`src/rtl/filter_sched_pkg.sv`:
```
`default_nettype none
// ============================================================================
// Module   : filter_sched_pkg
// Brief    : Shared types and default widths for the filter round-robin scheduler.
// Revision : 1.0
// ============================================================================
package filter_sched_pkg;

    localparam int C_N_REQ  = 4;
    localparam int C_DW     = 16;
    localparam int C_ID_W   = 2;
    localparam int C_TO_CYC = 15;

    typedef enum logic [1:0] {
        IDLE     = 2'd0,
        ISSUE    = 2'd1,
        WAIT_ACK = 2'd2,
        COOL     = 2'd3
    } sched_state_e;

endpackage
`default_nettype wire

```
`src/rtl/filter_rr_sched_if.sv`:
```
`default_nettype none
// ============================================================================
// Module   : filter_rr_sched_if
// Brief    : Requester, filter and result signals of the round-robin scheduler.
// Revision : 1.0
// ============================================================================
interface filter_rr_sched_if #(
    parameter int N_REQ = 4,
    parameter int DW    = 16,
    parameter int ID_W  = 2
);
    logic [N_REQ-1:0]    req;
    logic [N_REQ*DW-1:0] req_data;
    logic [N_REQ-1:0]    gnt;
    logic                flt_rdy;
    logic [DW-1:0]       flt_din;
    logic                flt_ack;
    logic [DW-1:0]       flt_dout;
    logic                res_valid;
    logic [DW-1:0]       res_data;
    logic [ID_W-1:0]     res_id;
    logic                busy;
    logic                to_err;

    // Scheduler side
    modport slave (
        input  req, req_data, flt_ack, flt_dout,
        output gnt, flt_rdy, flt_din, res_valid, res_data, res_id, busy, to_err
    );

    // Environment side (requesters, filter, downstream consumer)
    modport master (
        output req, req_data, flt_ack, flt_dout,
        input  gnt, flt_rdy, flt_din, res_valid, res_data, res_id, busy, to_err
    );
endinterface
`default_nettype wire

```
`src/rtl/filter_rr_sched_rr_pick.sv`:
```
`default_nettype none
// ============================================================================
// Module   : rr_pick
// Brief    : Combinational round-robin picker: first set request at or after ptr.
// Revision : 1.0
// ============================================================================
module rr_pick #(
    parameter int N_REQ = 4,
    parameter int ID_W  = 2
) (
    input  wire logic [N_REQ-1:0] req_i,
    input  wire logic [ID_W-1:0]  ptr_i,
    output logic      [ID_W-1:0]  winner_o,
    output logic                  any_o
);

    logic [ID_W-1:0] w_idx;

    // Scan from the farthest offset down so the closest request to ptr wins;
    // the ID_W-bit add wraps modulo N_REQ because N_REQ is a power of two.
    always_comb begin
        winner_o = '0;
        w_idx    = '0;
        any_o    = |req_i;
        for (int i = N_REQ - 1; i >= 0; i--) begin
            w_idx = ptr_i + ID_W'(i);
            if (req_i[w_idx]) begin
                winner_o = w_idx;
            end
        end
    end

endmodule
`default_nettype wire

```
`src/rtl/filter_rr_sched.sv`:
```
`default_nettype none
// ============================================================================
// Module   : filter_rr_sched
// Brief    : Round-robin scheduler sharing one filter datapath among N_REQ
//            requesters. Optional Ack timeout: FLT_SCHED_TIMEOUT_EN.
// Revision : 1.0
// ============================================================================
module filter_rr_sched
    import filter_sched_pkg::*;
#(
    parameter int N_REQ  = C_N_REQ,
    parameter int DW     = C_DW,
    parameter int ID_W   = C_ID_W,
    parameter int TO_CYC = C_TO_CYC
) (
    input  wire logic         clk,
    input  wire logic         reset,
    filter_rr_sched_if.slave  bus
);

    if (((1 << ID_W) != N_REQ) || (N_REQ < 2) || (N_REQ > 8) || (TO_CYC < 1)) begin : g_param_check
        $error("filter_rr_sched: inconsistent N_REQ/ID_W/TO_CYC");
    end

    sched_state_e    state_q, state_d;
    logic [ID_W-1:0] ptr_q, ptr_d;
    logic [N_REQ-1:0] gnt_q, gnt_d;
    logic            rdy_q, rdy_d;
    logic [DW-1:0]   din_q, din_d;
    logic            rv_q, rv_d;
    logic [DW-1:0]   rdata_q, rdata_d;
    logic [ID_W-1:0] rid_q, rid_d;
    logic            to_err_q, to_err_d;

    logic [ID_W-1:0] w_winner;
    logic            w_any;

`ifdef FLT_SCHED_TIMEOUT_EN
    localparam int CNT_W = $clog2(TO_CYC + 1);
    localparam logic [CNT_W-1:0] C_CNT_LAST = CNT_W'(TO_CYC - 1);
    logic [CNT_W-1:0] cnt_q, cnt_d;
`endif

    rr_pick #(
        .N_REQ (N_REQ),
        .ID_W  (ID_W)
    ) u_rr_pick (
        .req_i    (bus.req),
        .ptr_i    (ptr_q),
        .winner_o (w_winner),
        .any_o    (w_any)
    );

    always_ff @(posedge clk) begin
        if (reset) begin
            state_q  <= IDLE;
            ptr_q    <= '0;
            gnt_q    <= '0;
            rdy_q    <= 1'b0;
            din_q    <= '0;
            rv_q     <= 1'b0;
            rdata_q  <= '0;
            rid_q    <= '0;
            to_err_q <= 1'b0;
`ifdef FLT_SCHED_TIMEOUT_EN
            cnt_q    <= '0;
`endif
        end else begin
            state_q  <= state_d;
            ptr_q    <= ptr_d;
            gnt_q    <= gnt_d;
            rdy_q    <= rdy_d;
            din_q    <= din_d;
            rv_q     <= rv_d;
            rdata_q  <= rdata_d;
            rid_q    <= rid_d;
            to_err_q <= to_err_d;
`ifdef FLT_SCHED_TIMEOUT_EN
            cnt_q    <= cnt_d;
`endif
        end
    end

    // Pulses (gnt, flt_rdy, res_valid, to_err) default low; data words hold.
    always_comb begin
        state_d  = state_q;
        ptr_d    = ptr_q;
        gnt_d    = '0;
        rdy_d    = 1'b0;
        din_d    = din_q;
        rv_d     = 1'b0;
        rdata_d  = rdata_q;
        rid_d    = rid_q;
        to_err_d = 1'b0;
`ifdef FLT_SCHED_TIMEOUT_EN
        cnt_d    = cnt_q;
`endif
        case (state_q)
            IDLE: begin
                if (w_any) begin
                    gnt_d[w_winner] = 1'b1;
                    din_d           = bus.req_data[w_winner*DW +: DW];
                    rdy_d           = 1'b1;
                    rid_d           = w_winner;
                    ptr_d           = w_winner + 1'b1;
                    state_d         = ISSUE;
                end
            end
            ISSUE: begin
                state_d = WAIT_ACK;
`ifdef FLT_SCHED_TIMEOUT_EN
                cnt_d   = '0;
`endif
            end
            WAIT_ACK: begin
                if (bus.flt_ack) begin
                    rdata_d = bus.flt_dout;
                    rv_d    = 1'b1;
                    state_d = COOL;
                end
`ifdef FLT_SCHED_TIMEOUT_EN
                else if (cnt_q == C_CNT_LAST) begin
                    to_err_d = 1'b1;
                    state_d  = COOL;
                end else begin
                    cnt_d = cnt_q + 1'b1;
                end
`endif
            end
            COOL: begin
                // Gives the filter a cycle to return from Ready before a new Rdy.
                state_d = IDLE;
            end
            default: begin
                state_d = IDLE;
            end
        endcase
    end

    always_comb begin
        bus.gnt       = gnt_q;
        bus.flt_rdy   = rdy_q;
        bus.flt_din   = din_q;
        bus.res_valid = rv_q;
        bus.res_data  = rdata_q;
        bus.res_id    = rid_q;
        bus.busy      = (state_q != IDLE);
        bus.to_err    = to_err_q;
    end

endmodule
`default_nettype wire

```
`src/flat_wrapper.sv`:
```
// flat-port wrapper written by rule: the top's interface ports become plain ports
module filter_rr_sched_flat import filter_sched_pkg::*;
#(
    parameter int N_REQ  = C_N_REQ,
    parameter int DW     = C_DW,
    parameter int ID_W   = C_ID_W,
    parameter int TO_CYC = C_TO_CYC
)
  (clk, reset, bus_req, bus_req_data, bus_flt_ack, bus_flt_dout, bus_gnt, bus_flt_rdy, bus_flt_din, bus_res_valid, bus_res_data, bus_res_id, bus_busy, bus_to_err);
  filter_rr_sched_if #(.N_REQ(N_REQ), .DW(DW), .ID_W(ID_W)) bus_i ();
  input  wire logic clk;
  input  wire logic reset;
  input wire logic [$bits(bus_i.req)-1:0] bus_req;
  input wire logic [$bits(bus_i.req_data)-1:0] bus_req_data;
  input wire logic [$bits(bus_i.flt_ack)-1:0] bus_flt_ack;
  input wire logic [$bits(bus_i.flt_dout)-1:0] bus_flt_dout;
  output wire logic [$bits(bus_i.gnt)-1:0] bus_gnt;
  output wire logic [$bits(bus_i.flt_rdy)-1:0] bus_flt_rdy;
  output wire logic [$bits(bus_i.flt_din)-1:0] bus_flt_din;
  output wire logic [$bits(bus_i.res_valid)-1:0] bus_res_valid;
  output wire logic [$bits(bus_i.res_data)-1:0] bus_res_data;
  output wire logic [$bits(bus_i.res_id)-1:0] bus_res_id;
  output wire logic [$bits(bus_i.busy)-1:0] bus_busy;
  output wire logic [$bits(bus_i.to_err)-1:0] bus_to_err;
  assign bus_i.req = bus_req;
  assign bus_i.req_data = bus_req_data;
  assign bus_i.flt_ack = bus_flt_ack;
  assign bus_i.flt_dout = bus_flt_dout;
  assign bus_gnt = bus_i.gnt;
  assign bus_flt_rdy = bus_i.flt_rdy;
  assign bus_flt_din = bus_i.flt_din;
  assign bus_res_valid = bus_i.res_valid;
  assign bus_res_data = bus_i.res_data;
  assign bus_res_id = bus_i.res_id;
  assign bus_busy = bus_i.busy;
  assign bus_to_err = bus_i.to_err;
  filter_rr_sched #(.N_REQ(N_REQ), .DW(DW), .ID_W(ID_W), .TO_CYC(TO_CYC)) u_core (.clk(clk), .reset(reset), .bus(bus_i));
endmodule
```
`config.mk`:
```
export PLATFORM = sky130hd
export DESIGN_NAME = filter_rr_sched_flat
export DESIGN_NICKNAME = d
export VERILOG_FILES = /design/src/rtl/filter_sched_pkg.sv /design/src/rtl/filter_rr_sched_if.sv /design/src/rtl/filter_rr_sched_rr_pick.sv /design/src/rtl/filter_rr_sched.sv /design/src/flat_wrapper.sv
export SDC_FILE = /design/constraint.sdc
export NUM_CORES = 1
export LEC_CHECK = 0
export CAP_MARGIN = 20
export CORE_MARGIN = 8
export CORE_UTILIZATION = 35
export DETAILED_ROUTE_END_ITERATION = 8
export PLACE_DENSITY = 0.88
export SYNTH_ARGS = -nofsm -noshare
export SYNTH_HDL_FRONTEND = slang
export SYNTH_SLANG_ARGS = --single-unit
```
`constraint.sdc`:
```
create_clock -name clk -period 3.66 [get_ports clk]
set_input_delay 0.366 -clock clk [delete_from_list [all_inputs] [get_ports clk]]
set_output_delay 0.366 -clock clk [all_outputs]
set_load 0.005 [all_outputs]
```
==> impl_metrics.py <==
metrics = {
    "logic_synthesis": {
        "netlist_instances": 230,
        "synth_common_cells": "56 x nand2_1, 44 x dfxtp_1, 31 x mux2i_1",
        "yosysUniqueCellTypes": 28,
        "yosysWarningCount": 0,
        "mappedNetlistArea_um2": 2060,
        "yosysSeqAreaShare": 0.428,
        "synth-edff-count": 0,
        "yosys_most_used_dff": "dfxtp_1",
        "yosysTopAreaCell": "dfxtp_1",
        "avgSynthCellArea_um2": 8.94,
        "synth_area_leaders": "dfxtp_1 43%, mux2i_1 15%, nand2_1 10%",
        "synth_top_area_frac": 0.428,
        "ys_seq_elements": 44,
        "async_reset_ff_frac": 0,
        "synth_nets": 324,
        "yosysMostFrequentCell": "nand2_1",
    },
    "critical_path": {
        "cp_max_fo": 35,
        "worstSetupPathType": "primary input to register",
        "cp_slowest_cell": "or4b_4",
        "start_kind": "primary input",
        "crit_buf_inv": 2,
        "r2r_end": "u_core.bus.flt_din[9]",
        "slowest_delay_ns": 0.54,
        "critPathTopFamily": "simple AND/OR/NAND/NOR gates",
        "r2r-start": "u_core.state_q[0]",
        "ff2ff_path_depth": 7,
        "end_kind": "register",
        "r2r_slack_ns": 1.60,
        "worstPathArrival_ns": 2.39,
        "worstPathRequired_ns": 3.83,
        "crit_chain": "clkdlybuf4s50_1, nor2_1, or4b_4, and2_4, inv_2, ha_1, nand2_1, a21oi_1",
    },
    "sta": {
        "max_freq_mhz": 450,
        "slew_viol_final": 0,
        "rsz0062_at_grt": "false",
        "tightest_slew_ns": 0.577,
        "finalCritPeriodShare": 0.607,
        "slew_headroom": 0.616,
        "finClkSkew_ns": 0.00386,
        "final_hold_viol_count": 0,
        "finalSetupViolCount": 0,
        "fin_crit_ns": 2.22,
        "fin_setup_tns_ns": 0,
    },
    "drt": {
        "first_pass_iters": 4,
        "drc_errors": 0,
        "drtIter0Drc": 79,
        "vias": 2068,
        "viasPerCell": 4.83,
        "antenna_left": 0,
        "wl_per_cell_um": 15.3,
        "drt-total-wl_um": 6560,
    },
    "pwr": {
        "vdd_drop_max_v": 0.000311,
        "power.density_nw_per_um2": 570,
        "leakagePower_nw": 1.40,
    },
    "global_routing": {
        "grt_overflow_total": 0,
        "grt_pass1_wl_um": 10200,
        "grt.met3_usage": 0.0518,
        "grtUsageMet1": 0.148,
        "grt_usage": 0.146,
        "grtUsageMet2": 0.263,
        "top_usage_layer": "met2",
        "grt_max_degree": 36,
        "grt_pass1_vias": 2180,
        "grt_antenna_before_repair": 0,
    },
    "die": {
        "start_util": 0.353,
        "die_width_um": 92.6,
        "die_h_um": 92.6,
        "fp.dieArea_um2": 8580,
        "rows": 28,
        "core_area_um2": 5820,
        "pin_count": 129,
    },
    "final_layout": {
        "antennaDiodeCount": 0,
        "final_cells": 428,
        "nets": 446,
        "fill_cells": 519,
        "synthToLayoutAreaGrowth_pct": 67.3,
        "drive_gt1_frac": 0.0368,
    },
    "clocking": {
        "clk_pin_slew_worst_paths_ns": 0.08,
        "cts-resized-gates": 0,
        "cts_buffer_depth": 2,
        "htreeDepth": 2,
        "cts-root-buf": "clkbuf_8",
        "hold_buffers": 0,
        "cts_sinks": 44,
        "clock_latency_ns": 0.28,
        "cts_tree": "done",
        "numCtsBuffers": 5,
        "post-cts-setup-buffers": 0,
    },
    "min_path": {
        "hold_path_depth": 2,
        "hp-class": "register to register",
        "hold-path-endpoint": "u_core.bus.res_data[13]",
        "hp-start": "u_core.bus.res_data[13]",
    },
    "place": {
        "place_inst": 420,
        "portBuffers": 127,
        "hpwl_um": 5320,
        "gp_routability_congestion": 0.821,
    },
    "run_status": {
        "status": "finished, final reports clean",
    },
    "job": {
        "maxCapViolCount": 0,
    },
}
worst reg2reg max path: stages (launching register included):
cell and delay [ns]:
dfxtp_1 0.32, inv_1 0.10, ha_1 0.18, clkinv_1 0.10
a21o_1 0.21, nor2_1 0.30, nand2_1 0.44, o221ai_1 0.33
power by group:
group          switching (mW)  internal, mW  total (mW)
Clock                   0.149         0.154       0.303
Combinational           0.421         0.529       0.950
Sequential             0.0779         0.630       0.708
Total                   0.648          1.31        1.96
through the flow:
step | worst slack, ns | total power [mW] | utilization | area [um2] | hold slack (ns)
2_1_floorplan | 1.67 | 1.24 | - | 2060 | 0.453
3_3_place_gp | 1.17 | 1.64 | 0.575 | 3340 | 0.442
3_5_place_dp | 1.14 | 1.68 | 0.576 | 3350 | 0.447
4_1_cts | 1.44 | 1.99 | 0.591 | 3440 | 0.458
5_1_grt | 1.29 | 2.11 | 0.591 | 3440 | 0.473
6_report | 1.44 | 1.96 | 0.591 | 3440 | 0.457
routing by layer:
metal / up-vias / routed length [um]
met5: - / 0
met2: 71 / 3510
met3: 10 / 508
met1: 950 / 2410
li1: 1037 / -
met4: 0 / 129
registers in the layout, summed over array words and instances, names as in the netlist:
signal and cells:
u_core.bus.flt_din 16, u_core.bus.res_data 16, u_core.bus.gnt 4, u_core.bus.res_id 2
u_core.ptr_q 2, u_core.state_q 2, u_core.bus.flt_rdy 1, u_core.bus.res_valid 1
layout by cell type, fill, tap and decap left out:
cell type / n
clkdlybuf4s50_1: 127
nand2_1: 56
dfxtp_1: 44
mux2i_1: 31
a21oi_1: 21
o221ai_1: 15
nor2_1: 9
ha_1: 7
clkbuf_8: 6
inv_1: 5
and2_1: 5
nor2b_1: 4
inv_2: 2
nand3_1: 2
o211ai_1: 2
nor3_1: 2
clkbuf_1: 2
buf_4: 2
a21boi_1: 1
o32ai_2: 1
or4_1: 1
or4b_4: 1
and2_4: 1
clkinv_1: 1
a21o_1: 1
a32o_1: 1
and3_1: 1
a211oi_1: 1
conb_1: 1
worst max-delay path by stage:
stage | start | end | slack [ns] | cells past startpoint
2_1_floorplan | bus_req[2] | u_core.ptr_q[1] | 1.67 | 9
3_3_place_gp | bus_req[3] | u_core.bus.flt_din[11] | 1.17 | 6
3_5_place_dp | bus_req[3] | u_core.ptr_q[1] | 1.14 | 8
4_1_cts | bus_req[3] | u_core.ptr_q[1] | 1.44 | 8
5_1_grt | bus_req[2] | u_core.bus.flt_din[4] | 1.29 | 7
6_report | bus_req[3] | u_core.ptr_q[1] | 1.44 | 8
cell families after synthesis:
group	synth area share
compound gates	0.146
simple gates	0.173
other cells	0.00182
buf+inv	0.0566
mux	0.151
fa+ha+maj	0.0426
flops	0.428
layout make-up:
| class | count | area [um2] | area share |
|---|---|---|---|
| Multi-Input combinational cell | 164 | 1060 | 0.308 |
| Sequential cell | 44 | 881 | 0.256 |
| Timing Repair Buffer | 129 | 1290 | 0.374 |
| Inverter | 8 | 30.0 | 0.00873 |
| Tap cell | 75 | 93.8 | 0.0273 |
| Clock buffer | 8 | 90.1 | 0.0262 |
(Power assumes the default switching activity.)
